===== config.mk =====
export PLATFORM = sky130hd
export DESIGN_NAME = id_regfile
export DESIGN_NICKNAME = d
export VERILOG_FILES = /design/src/rtl/id_regfile.sv
export SDC_FILE = /design/constraint.sdc
export NUM_CORES = 2
export LEC_CHECK = 0
export CAP_MARGIN = 20
export CORE_UTILIZATION = 55
export DETAILED_ROUTE_END_ITERATION = 6
export HOLD_SLACK_MARGIN = 0.02
export PLACE_DENSITY = 0.72
export SYNTH_ARGS = -nofsm -noshare
export SYNTH_HDL_FRONTEND = slang
export SYNTH_SLANG_ARGS = --single-unit

===== constraint.sdc =====
create_clock -name clk -period 3.2 [get_ports clk]
set_input_delay 0.64 -clock clk [delete_from_list [all_inputs] [get_ports clk]]
set_output_delay 0.64 -clock clk [all_outputs]
set_load 0.05 [all_outputs]

===== src/rtl/id_regfile.sv =====
// Decode-stage register file: 32x32 with 1 write / 2 read ports and a pending-write scoreboard.
// Reads are combinational with optional write-through; stall flags operands awaiting writeback.
module id_regfile #(
  parameter bit BYPASS = 1'b1
) (
  input  logic        clk,
  input  logic        rst,
  input  logic        reg_write_en,
  input  logic [4:0]  reg_write_dest,
  input  logic [31:0] reg_write_data,
  input  logic [4:0]  raddr1,
  input  logic [4:0]  raddr2,
  input  logic        use1,
  input  logic        use2,
  output logic [31:0] rdata1,
  output logic [31:0] rdata2,
  input  logic        pend_set_en,
  input  logic [4:0]  pend_set_dest,
  output logic        busy1,
  output logic        busy2,
  output logic        stall
);

  logic [31:0] regs [1:31];
  logic [31:1] pend;

  logic wr_vld;
  logic set_vld;
  logic fwd1;
  logic fwd2;

  assign wr_vld  = reg_write_en && (reg_write_dest != 5'd0);
  assign set_vld = pend_set_en && (pend_set_dest != 5'd0);

  // Forwarding only ever targets a nonzero register, so $0 stays hard-wired to 0.
  assign fwd1 = BYPASS && wr_vld && (reg_write_dest == raddr1);
  assign fwd2 = BYPASS && wr_vld && (reg_write_dest == raddr2);

  always_ff @(posedge clk or negedge rst) begin
    if (!rst) begin
      for (int i = 1; i < 32; i++) begin
        regs[i] <= '0;
      end
      pend <= '0;
    end else begin
      if (wr_vld) begin
        regs[reg_write_dest] <= reg_write_data;
        pend[reg_write_dest] <= 1'b0;
      end
      // Issued after the clear so a new long-latency op on the same register wins.
      if (set_vld) begin
        pend[pend_set_dest] <= 1'b1;
      end
    end
  end

  always_comb begin
    rdata1 = '0;
    if (raddr1 != 5'd0) begin
      rdata1 = fwd1 ? reg_write_data : regs[raddr1];
    end
  end

  always_comb begin
    rdata2 = '0;
    if (raddr2 != 5'd0) begin
      rdata2 = fwd2 ? reg_write_data : regs[raddr2];
    end
  end

  always_comb begin
    busy1 = 1'b0;
    busy2 = 1'b0;
    if (raddr1 != 5'd0) begin
      busy1 = pend[raddr1] && !fwd1;
    end
    if (raddr2 != 5'd0) begin
      busy2 = pend[raddr2] && !fwd2;
    end
  end

  assign stall = (busy1 && use1) || (busy2 && use2);

endmodule


### Yosys cells after proc, flatten, opt, wreduce, memory -nomap -nowiden

Cells that the tools add are included.

| storage, ports and cells | value |
|---|---|
| flip-flop bits (word level) | 1023 |
| output and inout bits | 67 |
| word-level logic and storage cells | 93 |

| operators by class | value |
|---|---|
| $lt $le $gt $ge | 10 |
| equality and inequality tests | 2 |
| multiplexer cells | 25 |
| bitwise logic cells | 6 |
| reductions and logical operators | 18 |

Operators by type and width:

| operator | number |
|---|---|
| $bwmux W992 | 1 |
| $bmux W32 S5 | 2 |
| $mux W32 | 9 |
| $demux W32 S5 | 1 |
| $mux W31 | 2 |
| $and A31 B31 Y31 | 1 |
| $not A31 Y31 | 1 |
| $or A31 B31 Y31 | 1 |
| $lt A5 B6 Y1 const B | 4 |
| $reduce_bool A5 Y1 | 4 |
| $ge A6 B6 Y1 const B | 3 |
| $not A5 Y6 | 3 |
| $logic_and A1 B1 Y1 | 11 |
| $bmux W1 S5 | 2 |
| $demux W1 S5 | 2 |
| $eq A5 B5 Y1 | 2 |
| $ge A5 B1 Y1 const B | 2 |
| $lt A6 B1 Y1 const B | 1 |
| $mux W1 | 6 |
| $logic_not A1 Y1 | 2 |
| $logic_or A1 B1 Y1 | 1 |

### Logic depth before layout (Yosys ltp)

| depth | value |
|---|---|
| depth after elaboration | 9 |
| depth in mapped cells | 10 |

### Worst setup path after synthesis

No wires, ideal clock.

| path | value |
|---|---|
| path type | in2out |
| from | input port reg_write_dest[0] |
| to | output port stall |
| arrival time | 3950 ps |
| data required time | 2560 ps |
| setup slack | -1390 ps |
| stages | 6 |
| path through | buf_2 -> or3_1 -> o31a_1 -> a32oi_1 -> nor4b_1 -> a22o_1 |

| on the way | value |
|---|---|
| word-level cells in the longest chain between the ends | 8 |
| elaborated cells between the ends (all ways) | 15 |
| classes of those cells | eq/ne: 2; mux: 2; reduce/logical: 11 |

RTL lines:

| element | line | RTL |
|---|---|---|
| start, declared | 9 | `input logic [4:0] reg_write_dest,` |
| $reduce_bool A5 Y1 | 32 | `assign wr_vld = reg_write_en && (reg_write_dest != 5'd0);` |
| $logic_and A1 B1 Y1 | 32 |  |
| $logic_and A1 B1 Y1 (*) | 37 | `assign fwd2 = BYPASS && wr_vld && (reg_write_dest == raddr2);` |
| $logic_not A1 Y1 (*) | 78 | `busy2 = pend[raddr2] && !fwd2;` |
| $logic_and A1 B1 Y1 (*) | 78 |  |
| $mux W1 (*) | 77 | `if (raddr2 != 5'd0) begin` |
| named net busy2 | 20 | `output logic busy2,` |
| $logic_and A1 B1 Y1 (*) | 82 | `assign stall = (busy1 && use1) \|\| (busy2 && use2);` |
| $logic_or A1 B1 Y1 (*) | 82 |  |
| end, declared | 21 | `output logic stall` |

The timed path passes the listed nets; every way through them passes the cells marked *.

### Worst setup path after layout

| path | value |
|---|---|
| from | input port raddr1[0] |
| to | output port rdata1[1] |

| on the way | value |
|---|---|
| word-level cells in the longest chain between the ends | 6 |
| elaborated cells between the ends (all ways) | 9 |
| classes of those cells | eq/ne: 1; mux: 5; bitwise: 1; reduce/logical: 2 |

RTL lines:

| element | line | RTL |
|---|---|---|
| start, declared | 11 | `input logic [4:0] raddr1,` |
| $not A5 Y6 (not written as such) | 60 | `rdata1 = fwd1 ? reg_write_data : regs[raddr1];` |
| $bmux W32 S5 | 60 |  |
| $mux W32 (not written as such) (2 in a row) | 60 |  |
| $mux W32 | 60 |  |
| $mux W32 (*) | 59 | `if (raddr1 != 5'd0) begin` |
| end, declared | 15 | `output logic [31:0] rdata1,` |

Every way passes the cells marked *; elsewhere a longest branch is shown, timed or not. The select of a mux whose other input is x is not followed.

==> impl_results.md <==
- Power consumption: approximately 0.042 W
- Max Slew Vio Count: 0
- Max-slew headroom: 37.4%
- Post-Place Worst Slack: -0.646 ns
- Worst-margin pin slew: 0.939 ns
- Die H: 321 microns
- Overflow after GRT: 0
- Cell Int Power: a little under 0.03 W
- Drt pass-1 iters: 7
- Commonest non-fill, non-tap cell in the layout: mux2_2
- Mapped cell area: 56000 sq um
- Clock sink total: about 1000
- Top_reg_cell synth: dfrtp_1
- Commonest cells after routing, fill and taps aside: mux2_2 (1127), dfrtp_1 (1023), buf_4 (421), mux4_2 (338), mux2i_1 (235)
- Final worst setup slack: -0.142 ns
- Gp weighted congestion: about 0.95
- Critical path launch point type: primary input
- Peak supply drop: approximately 0.5 mV
- Failing checks: design-rule violations, negative setup slack
- Final #Nets: 4559
- Total CTS buffers: 111
- Cells after synthesis: 4050
- Sw Ratio: 29.2%
- PortBufs: roughly 120
- Max Fclk: 299 MHz
- Core area: 100000 sq um
- Worst path cell trace: buf_16, buf_12, buf_16, buf_6, mux4_2, mux2i_1, nor2_1, a311oi_2, buf_4, o31ai_4, buf_12
- Max cap viols: 0
- WP data arrival: 2.70 ns
- Seq pwr share: between 40% and 50%
- Status: complete, but fails checks
- Net switching power: 0.0123 W
- Initial antenna violation count: 4
- Io pins: 125
- Reg clk slew, reported paths: 0.06 ns
- Total wire length: 201000 microns
- Combinational Power Share: 25.4%
- Via count: roughly 42000
- EDFF count, synth: 0
- Post-synthesis sequential area ratio: 45.8%
- WL/cell: between 30 and 40 microns
- Fin Clk Skew: 0 ns
- PwrDens: 595 nW/um^2
- First-pass GRT wire length: 292000 microns
- H-Tree Level Count: 3
- #FFs+latches synth: ~1000
- Vias per Instance: 7.04
- CP max-delay cell: mux4_2
- Synthesis Warnings: 0
- Total global-route track usage: between 30% and 40%
- Leakage dissipation: around 31 nW
- Worst setup EP type: output port
- Clk Tree Root Cell: clkbuf_16
- CTS tree: built
- Post-synthesis net count: 4108
- Period utilisation layout: 104%
- CP required: 2.56 ns
- Detailed Route Iter0 Violations: 4726
- Bufs on Longest Clock Path: 3
- # DRC: 4
- Area Growth Syn to Fin: 26.4%
- Slowest stage delay, CP: 0.49 ns
- Share of cells above drive strength 1: 57.2%
- Initial Utilization: 55.7%
- RSZ-0062 raised after global routing: true
- Antenna viol nets, final: 0
- Final Hold Viols: 0
- Crit path kind: primary input to output port
- DP HPWL: 126000 microns
- Vias in the first global route: around 43000
- Largest net degree at the start of global routing: 142
- Crit path max fanout: 9
- Clock latency on the worst-skew pair: 0.70 ns
- # rows: 116
- Post-synth ARST share: 100%
- Die X: 321 microns
- Synth unique cells: 55
- Syn_area_per_cell: 13.8 sq um
- Die area: slightly above 100000 sq um
- Crit path time final: 3.34 ns
- Clock power frac: 33.1%
- Worst hold path class: flip-flop to flip-flop
- Final setup vio count: 25
==> routing by layer <==
layer | track usage (%) | vias to the layer above | routed length [microns]
li1 | - | 16553 | -
met3 | 10.1 | 741 | 22000
met5 | 0 | - | 26
met1 | 50.4 | 22036 | 74100
met4 | 22.5 | 4 | 13200
met2 | 59.4 | 2603 | 92000
==> metrics by stage <==
stage	std cells	util, %	setup TNS, ns	hold WS (ns)	instance area, sq um
2_1_floorplan	4050	-	-3.43	0.344	56400
3_3_place_gp	5614	63.3	-26.03	0.493	63600
3_5_place_dp	5615	63.3	-24.41	0.503	63600
4_1_cts	5909	69.4	-1.18	0.516	69700
5_1_grt	5953	70.4	-2.50	0.524	70700
6_report	5957	70.4	-1.35	0.514	70800
==> synthesized netlist by cell type (21+ instances only) <==
master,n,area (sq um)
nor2b_1,48,300
o221ai_1,42,368
dfrtp_1,1023,25600
nor3_1,27,135
mux2i_1,240,2400
mux2_2,1132,12700
nand2b_1,27,169
o21ai_0,88,440
buf_2,154,771
a221oi_1,22,193
mux4_2,338,7610
nand2_1,94,353
nand3_1,57,285
a21oi_1,44,220
a211oi_1,21,158
buf_1,78,293
clkbuf_1,184,691
a22oi_1,83,623
o31ai_1,23,173
a22o_1,67,587
o22ai_1,26,163
nor2_1,49,184
==> critical path: cells and delay by family <==
family,cells,cell delay [ns]
AOI/OAI and AO/OA,2,0.31
buffers and inverters,6,0.91
muxes,2,0.71
and+or+nand+nor,1,0.10
==> cells by family after synthesis <==
group	share of synthesized area, %
AO/OA/AOI/OAI	6.90
flip-flops	45.8
XOR/XNOR	0.157
multiplexers	40.7
buffers and inverters	3.51
AND/OR/NAND/NOR	3.00
==> power groups by stage <==
stage / clock network (W) / logic, W / registers (W)
2_1_floorplan: 0 / 0.00673 / 0.0168
3_3_place_gp: 0 / 0.00955 / 0.0173
3_5_place_dp: 0 / 0.00977 / 0.0175
4_1_cts: 0.0140 / 0.0103 / 0.0173
5_1_grt: 0.0145 / 0.0112 / 0.0177
6_report: 0.0139 / 0.0107 / 0.0175
==> area by class of cell <==
class	count	area (sq um)
antenna	4	10.0
clock buffer	154	3230
clock inverter	54	716
fill	6574	29700
inverter	3	11.3
multi-input combinational	2583	29900
sequential	1023	25600
tap	1357	1700
timing repair buffer	779	9570
==> final timing paths <==
| kind | start | endpoint | slack, ns | depth (start not counted) |
|---|---|---|---|---|
| setup / recovery | raddr1[0] | rdata1[1] | -0.14 | 11 |
| setup reg to reg | regs[810]$_DFFE_PN0P_ | regs[810]$_DFFE_PN0P_ | 2.29 | 2 |
| hold / removal | pend[7]$_DFF_PN0_ | pend[7]$_DFF_PN0_ | 0.51 | 1 |
| max in group asynchronous | rst | regs[595]$_DFFE_PN0P_ | 1.60 | 4 |
| hold reg to reg | pend[7]$_DFF_PN0_ | pend[7]$_DFF_PN0_ | 0.51 | 1 |
| min in group asynchronous | rst | regs[697]$_DFFE_PN0P_ | 0.55 | 3 |
==> registers in the layout, summed over array words and instances (netlist names) <==
signal and count:
pend 31, regs 992
==> what timing repair did <==
action	4_1_cts	5_1_grt
resized for setup	233	151
hold buffers	1	0
pin swaps	45	53
endpoints found under the setup margin	67	67
buffers inserted	73	42
hold endpoints to repair	81	0
gates cloned	15	7
(Power assumes the default switching activity.)
